## config.mk

```make
export PLATFORM = sky130hd
export DESIGN_NAME = regfile_writeback_flat
export DESIGN_NICKNAME = d
export VERILOG_FILES = /design/src/rtl/regwb_pkg.sv /design/src/rtl/regwb_if.sv /design/src/rtl/regwb_fifo.sv /design/src/rtl/regfile_writeback.sv /design/src/flat_wrapper.sv
export SDC_FILE = /design/constraint.sdc
export NUM_CORES = 1
export LEC_CHECK = 0
export ABC_CLOCK_PERIOD_IN_PS = 6710
export CAP_MARGIN = 20
export CORE_ASPECT_RATIO = 1.1
export CORE_MARGIN = 4
export CORE_UTILIZATION = 40
export CTS_CLUSTER_DIAMETER = 200
export DETAILED_ROUTE_END_ITERATION = 8
export PLACE_DENSITY = 0.65
export SLEW_MARGIN = 40
export SYNTH_ARGS = -nofsm -noshare
export SYNTH_HDL_FRONTEND = slang
export SYNTH_SLANG_ARGS = --single-unit
```

## constraint.sdc

```tcl
create_clock -name clk -period 6.71 [get_ports clk]
set_input_delay 1.0065 -clock clk [delete_from_list [all_inputs] [get_ports clk]]
set_output_delay 1.0065 -clock clk [all_outputs]
set_load 0.05 [all_outputs]
```

## src/rtl/regwb_pkg.sv

```systemverilog
// Shared types and constants for the register-file write-back sequencer.
package regwb_pkg;

  localparam int unsigned ADDR_W = 5;
  localparam int unsigned DATA_W = 32;

  localparam logic [ADDR_W-1:0] ZERO_REG = '0;

  typedef struct packed {
    logic [ADDR_W-1:0] dest;
    logic [DATA_W-1:0] data;
  } wb_entry_t;

endpackage

```

## src/rtl/regwb_if.sv

```systemverilog
// Producer handshakes, register-file write port, forwarding and queue status.
interface regwb_if #(
  parameter int unsigned DEPTH = 4
);

  localparam int unsigned CntW = $clog2(DEPTH + 1);

  logic                          mem_valid;
  logic                          mem_ready;
  logic [regwb_pkg::ADDR_W-1:0]  mem_reg;
  logic [regwb_pkg::DATA_W-1:0]  mem_data;
  logic                          alu_valid;
  logic                          alu_ready;
  logic [regwb_pkg::ADDR_W-1:0]  alu_reg;
  logic [regwb_pkg::DATA_W-1:0]  alu_data;
  logic                          RegWrite;
  logic [regwb_pkg::ADDR_W-1:0]  writeReg;
  logic [regwb_pkg::DATA_W-1:0]  writeData;
  logic [regwb_pkg::ADDR_W-1:0]  readReg1;
  logic [regwb_pkg::ADDR_W-1:0]  readReg2;
  logic                          fwd1_hit;
  logic                          fwd2_hit;
  logic [regwb_pkg::DATA_W-1:0]  fwd1_data;
  logic [regwb_pkg::DATA_W-1:0]  fwd2_data;
  logic [CntW-1:0]               count;
  logic                          full;
  logic                          empty;

  modport master (
    output mem_valid, mem_reg, mem_data, alu_valid, alu_reg, alu_data, readReg1, readReg2,
    input  mem_ready, alu_ready, RegWrite, writeReg, writeData,
    input  fwd1_hit, fwd2_hit, fwd1_data, fwd2_data, count, full, empty
  );

  modport slave (
    input  mem_valid, mem_reg, mem_data, alu_valid, alu_reg, alu_data, readReg1, readReg2,
    output mem_ready, alu_ready, RegWrite, writeReg, writeData,
    output fwd1_hit, fwd2_hit, fwd1_data, fwd2_data, count, full, empty
  );

endinterface

```

## src/rtl/regwb_fifo.sv

```systemverilog
// In-order circular buffer of pending writes with a two-port newest-match search.
module regwb_fifo
  import regwb_pkg::*;
#(
  parameter  int unsigned DEPTH = 4,
  localparam int unsigned PtrW  = $clog2(DEPTH),
  localparam int unsigned CntW  = $clog2(DEPTH + 1)
) (
  input  logic              clk,
  input  logic              rst,
  input  logic              push,
  input  wb_entry_t         pushEntry,
  input  logic              pop,
  output wb_entry_t         headEntry,
  output logic [CntW-1:0]   count,
  output logic              full,
  output logic              empty,
  input  logic [ADDR_W-1:0] searchAddr1,
  input  logic [ADDR_W-1:0] searchAddr2,
  output logic              hit1,
  output logic              hit2,
  output logic [DATA_W-1:0] hitData1,
  output logic [DATA_W-1:0] hitData2
);

  wb_entry_t       mem [DEPTH];
  logic [PtrW-1:0] headQ, tailQ;
  logic [CntW-1:0] cntQ;
  logic            pushOk, popOk;

  assign full   = (cntQ == CntW'(DEPTH));
  assign empty  = (cntQ == '0);
  assign count  = cntQ;
  assign pushOk = push & ~full;
  assign popOk  = pop & ~empty;

  // Gated so the write port reads zero whenever nothing is queued, including in reset.
  assign headEntry = empty ? '0 : mem[headQ];

  always_ff @(posedge clk or posedge rst) begin
    if (rst) begin
      headQ <= '0;
      tailQ <= '0;
      cntQ  <= '0;
    end else begin
      if (pushOk) tailQ <= tailQ + 1'b1;
      if (popOk)  headQ <= headQ + 1'b1;
      if (pushOk && !popOk)      cntQ <= cntQ + 1'b1;
      else if (popOk && !pushOk) cntQ <= cntQ - 1'b1;
    end
  end

  always_ff @(posedge clk) begin
    if (pushOk) mem[tailQ] <= pushEntry;
  end

  // Walk from head to tail so later (newer) matches override earlier ones.
  always_comb begin
    logic [PtrW-1:0] idx;
    idx      = '0;
    hit1     = 1'b0;
    hit2     = 1'b0;
    hitData1 = '0;
    hitData2 = '0;
    for (int unsigned i = 0; i < DEPTH; i++) begin
      idx = headQ + PtrW'(i);
      if (CntW'(i) < cntQ) begin
        if (searchAddr1 != ZERO_REG && mem[idx].dest == searchAddr1) begin
          hit1     = 1'b1;
          hitData1 = mem[idx].data;
        end
        if (searchAddr2 != ZERO_REG && mem[idx].dest == searchAddr2) begin
          hit2     = 1'b1;
          hitData2 = mem[idx].data;
        end
      end
    end
  end

endmodule

```

## src/rtl/regfile_writeback.sv

```systemverilog
// Write-back sequencer: arbitrates load/ALU writes, drops r0, retires one write per cycle.
module regfile_writeback
  import regwb_pkg::*;
#(
  parameter int unsigned DEPTH = 4
) (
  input  logic   clk,
  input  logic   rst,
  regwb_if.slave bus
);

  logic      memAccept, aluAccept, push, full, empty;
  wb_entry_t reqEntry, headEntry;

  assign bus.mem_ready = ~rst & ~full;
  assign bus.alu_ready = ~rst & ~full & ~bus.mem_valid;

  assign memAccept = bus.mem_valid & bus.mem_ready;
  assign aluAccept = bus.alu_valid & bus.alu_ready;

  always_comb begin
    reqEntry = '0;
    if (memAccept) begin
      reqEntry.dest = bus.mem_reg;
      reqEntry.data = bus.mem_data;
    end else if (aluAccept) begin
      reqEntry.dest = bus.alu_reg;
      reqEntry.data = bus.alu_data;
    end
  end

  // Writes to r0 complete the handshake but are never queued.
  assign push = (memAccept | aluAccept) & (reqEntry.dest != ZERO_REG);

  regwb_fifo #(
    .DEPTH (DEPTH)
  ) u_fifo (
    .clk         (clk),
    .rst         (rst),
    .push        (push),
    .pushEntry   (reqEntry),
    .pop         (~empty),
    .headEntry   (headEntry),
    .count       (bus.count),
    .full        (full),
    .empty       (empty),
    .searchAddr1 (bus.readReg1),
    .searchAddr2 (bus.readReg2),
    .hit1        (bus.fwd1_hit),
    .hit2        (bus.fwd2_hit),
    .hitData1    (bus.fwd1_data),
    .hitData2    (bus.fwd2_data)
  );

  assign bus.full      = full;
  assign bus.empty     = empty;
  assign bus.RegWrite  = ~empty;
  assign bus.writeReg  = headEntry.dest;
  assign bus.writeData = headEntry.data;

endmodule
```

## src/flat_wrapper.sv

```systemverilog
// flat-port wrapper written by rule: the top's interface ports become plain ports
module regfile_writeback_flat import regwb_pkg::*;
#(
  parameter int unsigned DEPTH = 4
)
  (clk, rst, bus_mem_valid, bus_mem_reg, bus_mem_data, bus_alu_valid, bus_alu_reg, bus_alu_data, bus_readReg1, bus_readReg2, bus_mem_ready, bus_alu_ready, bus_RegWrite, bus_writeReg, bus_writeData, bus_fwd1_hit, bus_fwd2_hit, bus_fwd1_data, bus_fwd2_data, bus_count, bus_full, bus_empty);
  regwb_if #(.DEPTH(DEPTH)) bus_i ();
  input  logic clk;
  input  logic rst;
  input wire logic [$bits(bus_i.mem_valid)-1:0] bus_mem_valid;
  input wire logic [$bits(bus_i.mem_reg)-1:0] bus_mem_reg;
  input wire logic [$bits(bus_i.mem_data)-1:0] bus_mem_data;
  input wire logic [$bits(bus_i.alu_valid)-1:0] bus_alu_valid;
  input wire logic [$bits(bus_i.alu_reg)-1:0] bus_alu_reg;
  input wire logic [$bits(bus_i.alu_data)-1:0] bus_alu_data;
  input wire logic [$bits(bus_i.readReg1)-1:0] bus_readReg1;
  input wire logic [$bits(bus_i.readReg2)-1:0] bus_readReg2;
  output wire logic [$bits(bus_i.mem_ready)-1:0] bus_mem_ready;
  output wire logic [$bits(bus_i.alu_ready)-1:0] bus_alu_ready;
  output wire logic [$bits(bus_i.RegWrite)-1:0] bus_RegWrite;
  output wire logic [$bits(bus_i.writeReg)-1:0] bus_writeReg;
  output wire logic [$bits(bus_i.writeData)-1:0] bus_writeData;
  output wire logic [$bits(bus_i.fwd1_hit)-1:0] bus_fwd1_hit;
  output wire logic [$bits(bus_i.fwd2_hit)-1:0] bus_fwd2_hit;
  output wire logic [$bits(bus_i.fwd1_data)-1:0] bus_fwd1_data;
  output wire logic [$bits(bus_i.fwd2_data)-1:0] bus_fwd2_data;
  output wire logic [$bits(bus_i.count)-1:0] bus_count;
  output wire logic [$bits(bus_i.full)-1:0] bus_full;
  output wire logic [$bits(bus_i.empty)-1:0] bus_empty;
  assign bus_i.mem_valid = bus_mem_valid;
  assign bus_i.mem_reg = bus_mem_reg;
  assign bus_i.mem_data = bus_mem_data;
  assign bus_i.alu_valid = bus_alu_valid;
  assign bus_i.alu_reg = bus_alu_reg;
  assign bus_i.alu_data = bus_alu_data;
  assign bus_i.readReg1 = bus_readReg1;
  assign bus_i.readReg2 = bus_readReg2;
  assign bus_mem_ready = bus_i.mem_ready;
  assign bus_alu_ready = bus_i.alu_ready;
  assign bus_RegWrite = bus_i.RegWrite;
  assign bus_writeReg = bus_i.writeReg;
  assign bus_writeData = bus_i.writeData;
  assign bus_fwd1_hit = bus_i.fwd1_hit;
  assign bus_fwd2_hit = bus_i.fwd2_hit;
  assign bus_fwd1_data = bus_i.fwd1_data;
  assign bus_fwd2_data = bus_i.fwd2_data;
  assign bus_count = bus_i.count;
  assign bus_full = bus_i.full;
  assign bus_empty = bus_i.empty;
  regfile_writeback #(.DEPTH(DEPTH)) u_core (.clk(clk), .rst(rst), .bus(bus_i));
endmodule
```

==> metrics list <==
* Share of post-route cells with drive strength above 1: 9.71%
- The tightest min-delay check is of the flip-flop to flip-flop type.
* Arrival time of the worst setup path: 5000 ps
- Headroom to the max-slew limit: 43.7%
* Buffer levels on the longest clock path: 2
* Post-CTS sizing: 0
- Total Routing Usage GR: 23.3%
- The synthesized netlist contains 57 unique library cells.
- Synthesized netlist net count: 1474
- In this run, synthesis inferred 148 flip-flops with an integrated enable.
- The repair_antennas step left the layout with diodes totalling 0.
- Buffers inserted during clock tree synthesis total 17.
- The die is 175 um wide.
- The clock tree synthesis step divided the H-tree into 4 levels.
* Met2 wirelength from detailed routing: 19.3 mm
* Dpl hpwl: 27.0 mm
- Wire length of the first global-routing pass: 61.7 mm
* Setup repair after global routing missed its margin: false
- Sequential fraction of the synthesis area: 37.4%
- The die covers 0.0337 mm^2.
- The initialized floorplan defines 67 standard-cell rows.
- Once layout is done, the placed cells without fillers occupy 0.0152 mm^2.
- Endpoint type of the worst setup path: primary output
* Drt first-iter violations: 1107
* Final global-route overflow total: 0
- Cell chosen for the clock root: clkbuf_16
- Final setup violating endpoints: 0
* Mean post-synth cell area: 8.96 um^2
- Detail Route met3 WL: 3.58 mm
- Final Net Count: 1587
- Port Buffer Count: 198
* Uppermost metal layer occupied by signal nets: met4
- Kind of launch point of the worst setup path: primary input
* Syn-to-layout area delta: 23.4%
* Die Ht: 192 um
* Maximum clock rate: 0.166 GHz
- Entering global routing, the biggest net connects 82 pins.
- The worst setup path is of the primary input to primary output kind.
* Final Hold Viols: 0
* Count of hold buffers inserted by post-cts repair: 0
- Worst Path Required: 5700 ps
* Number of antenna violations at the first check in global routing: 0
- Counting flops and latches in the post-synthesis netlist gives 155.
* Flip-flop count of the largest register after layout: 148
- # clock sinks: 155
- Synthesized instance count: 1377
- Dominant register cell in the synthesized netlist: edfxtp_1
* Final ANT Viol Nets: 0
* Average vias per placed instance: 6.01
* DR WL/cell: 21.0 um
- Slew Viols, Final: 0
- After layout, the worst path uses 89.5% of the clock period.
* Most common cell after layout, fill and taps aside: nand2_1
* Top Ports: 199
- Detailed-route wire length: 40.3 mm
* Status: completed
* Setup repair bufs after CTS: 0
- CTS tree: yes
* Setup clock skew after layout: 6.21 ps
- Wire length the detailed router placed on met1: 16.5 mm
- Across the run, the number of max-cap violations was 0.
* Worst-Skew Late Latency: 430 ps
- The routed layout has 11512 vias.
- Across all hold checks on the routed design, the worst slack comes to 540 ps.
- RD Place Congestion: 0.884
- For the pin with the worst max-slew slack, the measured transition is 844 ps.
- After floorplanning, the core was sized to cover 0.0304 mm^2.
- The synthesized netlist occupies a cell area of 0.0123 mm^2.
- Number of synthesis warnings: 0
- After routing, the total negative slack on setup checks comes to 0 ps.
* Critical path peak fanout: 33
- After clock tree synthesis, the clock-pin slew on the worst setup and hold paths is 70 ps.
* Final Critical Period: 6010 ps
- Number of global-route vias before repair: 11202
- Remaining DRCs: 0
* Share of the core filled with cells in the final layout: 50.0%
- Counting the fill cells in the layout gives 2749.
- The first detailed-routing pass ran for 5 iterations.
- Of all flip-flops after synthesis, the portion carrying an async set or reset was 4.52%.
* Dpl cell area: 0.0146 mm^2
- The initial utilization of the core area, before any placement, comes to 40.5%.
- Most frequent cells in the layout: nand2_1, clkdlybuf4s50_1, edfxtp_1
cell usage after synthesis (2+ instances only):
master,number,area share (%)
o221ai_1,2,0.14
xor2_1,9,0.64
nor2_1,108,3.3
o211ai_1,3,0.18
a21oi_1,36,1.5
mux4_2,17,3.1
a2bb2oi_1,3,0.21
buf_6,7,0.64
a31oi_1,35,1.8
nor2b_1,40,2.0
clkbuf_1,80,2.4
nand4_1,3,0.15
a41oi_1,29,2.1
nor3b_1,3,0.18
and2_1,34,1.7
inv_1,43,1.3
buf_4,6,0.37
clkinv_1,2,0.061
a211oi_2,29,2.9
a211o_1,3,0.21
ha_1,9,0.91
edfxtp_1,148,36
o31a_1,29,2.1
mux2i_1,105,8.5
a211oi_1,36,2.2
nor4_1,36,1.8
xnor2_1,35,2.5
mux4_4,2,0.41
buf_1,12,0.37
dfrtp_1,7,1.4
nand3_1,5,0.20
a221oi_1,2,0.14
or3_1,4,0.20
mux2_2,9,0.82
o21a_1,2,0.12
o21ai_0,6,0.24
a22o_1,37,2.6
nand2_1,226,6.9
or2_2,2,0.10
buf_2,28,1.1
nor3_1,129,5.2
per-stage QoR:
step	worst slack, ps	cells
2_1_floorplan	2020	1377
3_3_place_gp	954	1881
3_5_place_dp	892	1882
4_1_cts	854	1914
5_1_grt	567	1917
6_report	703	1917
cell families after synthesis:
| kind of cell | synth area share, % |
|---|---|
| buffers and inverters | 6.43 |
| adders and majority gates | 0.913 |
| muxes | 12.8 |
| DFF | 37.4 |
| xor gates and xnor gates | 3.12 |
| AOI/OAI and AO/OA | 17.0 |
| and+or+nand+nor | 22.2 |
path summary, 6_finish.rpt:
check | cells after the start | endpoint | start | slack, ps
min in group asynchronous | 2 | u_core.u_fifo.tailQ[1] | rst | 850
max in group asynchronous | 2 | u_core.u_fifo.headQ[0] | rst | 5600
hold / removal | 1 | u_core.u_fifo.tailQ[0] | u_core.u_fifo.tailQ[0] | 540
setup reg to reg | 11 | u_core.u_fifo.mem[1][3] | u_core.u_fifo.count[0] | 2860
hold reg to reg | 1 | u_core.u_fifo.tailQ[0] | u_core.u_fifo.tailQ[0] | 540
setup / recovery | 9 | bus_fwd2_data[5] | bus_readReg2[1] | 700
worst max-delay path, stage by stage:
cell and delay [ps]:
clkdlybuf4s50_1 560, inv_1 240, a222oi_1 150, a22oi_2 150, buf_4 460, or3_2 780, a31oi_1 180, a211oi_1 540
clkdlybuf4s50_1 920
metal layers:
| metal | vias up | GRT usage [%] |
|---|---|---|
| met1 | 5549 | 29.8 |
| li1 | 5310 | - |
| met2 | 567 | 39.2 |
| met3 | 86 | 5.14 |
| met4 | 0 | 8.13 |
| met5 | - | 0 |
final cells by class:
type / count / area (um^2) / area share [%]
Multi-Input combinational cell: 1043 / 7040 / 46.2
Clock buffer: 17 / 425 / 2.80
Inverter: 45 / 174 / 1.14
Clock inverter: 15 / 159 / 1.04
Timing Repair Buffer: 228 / 2280 / 15.0
Sequential cell: 155 / 4630 / 30.4
Tap cell: 414 / 518 / 3.40
Power is not shown: default switching activity piles up to over one toggle a cycle in this logic, so the estimate is an artifact.
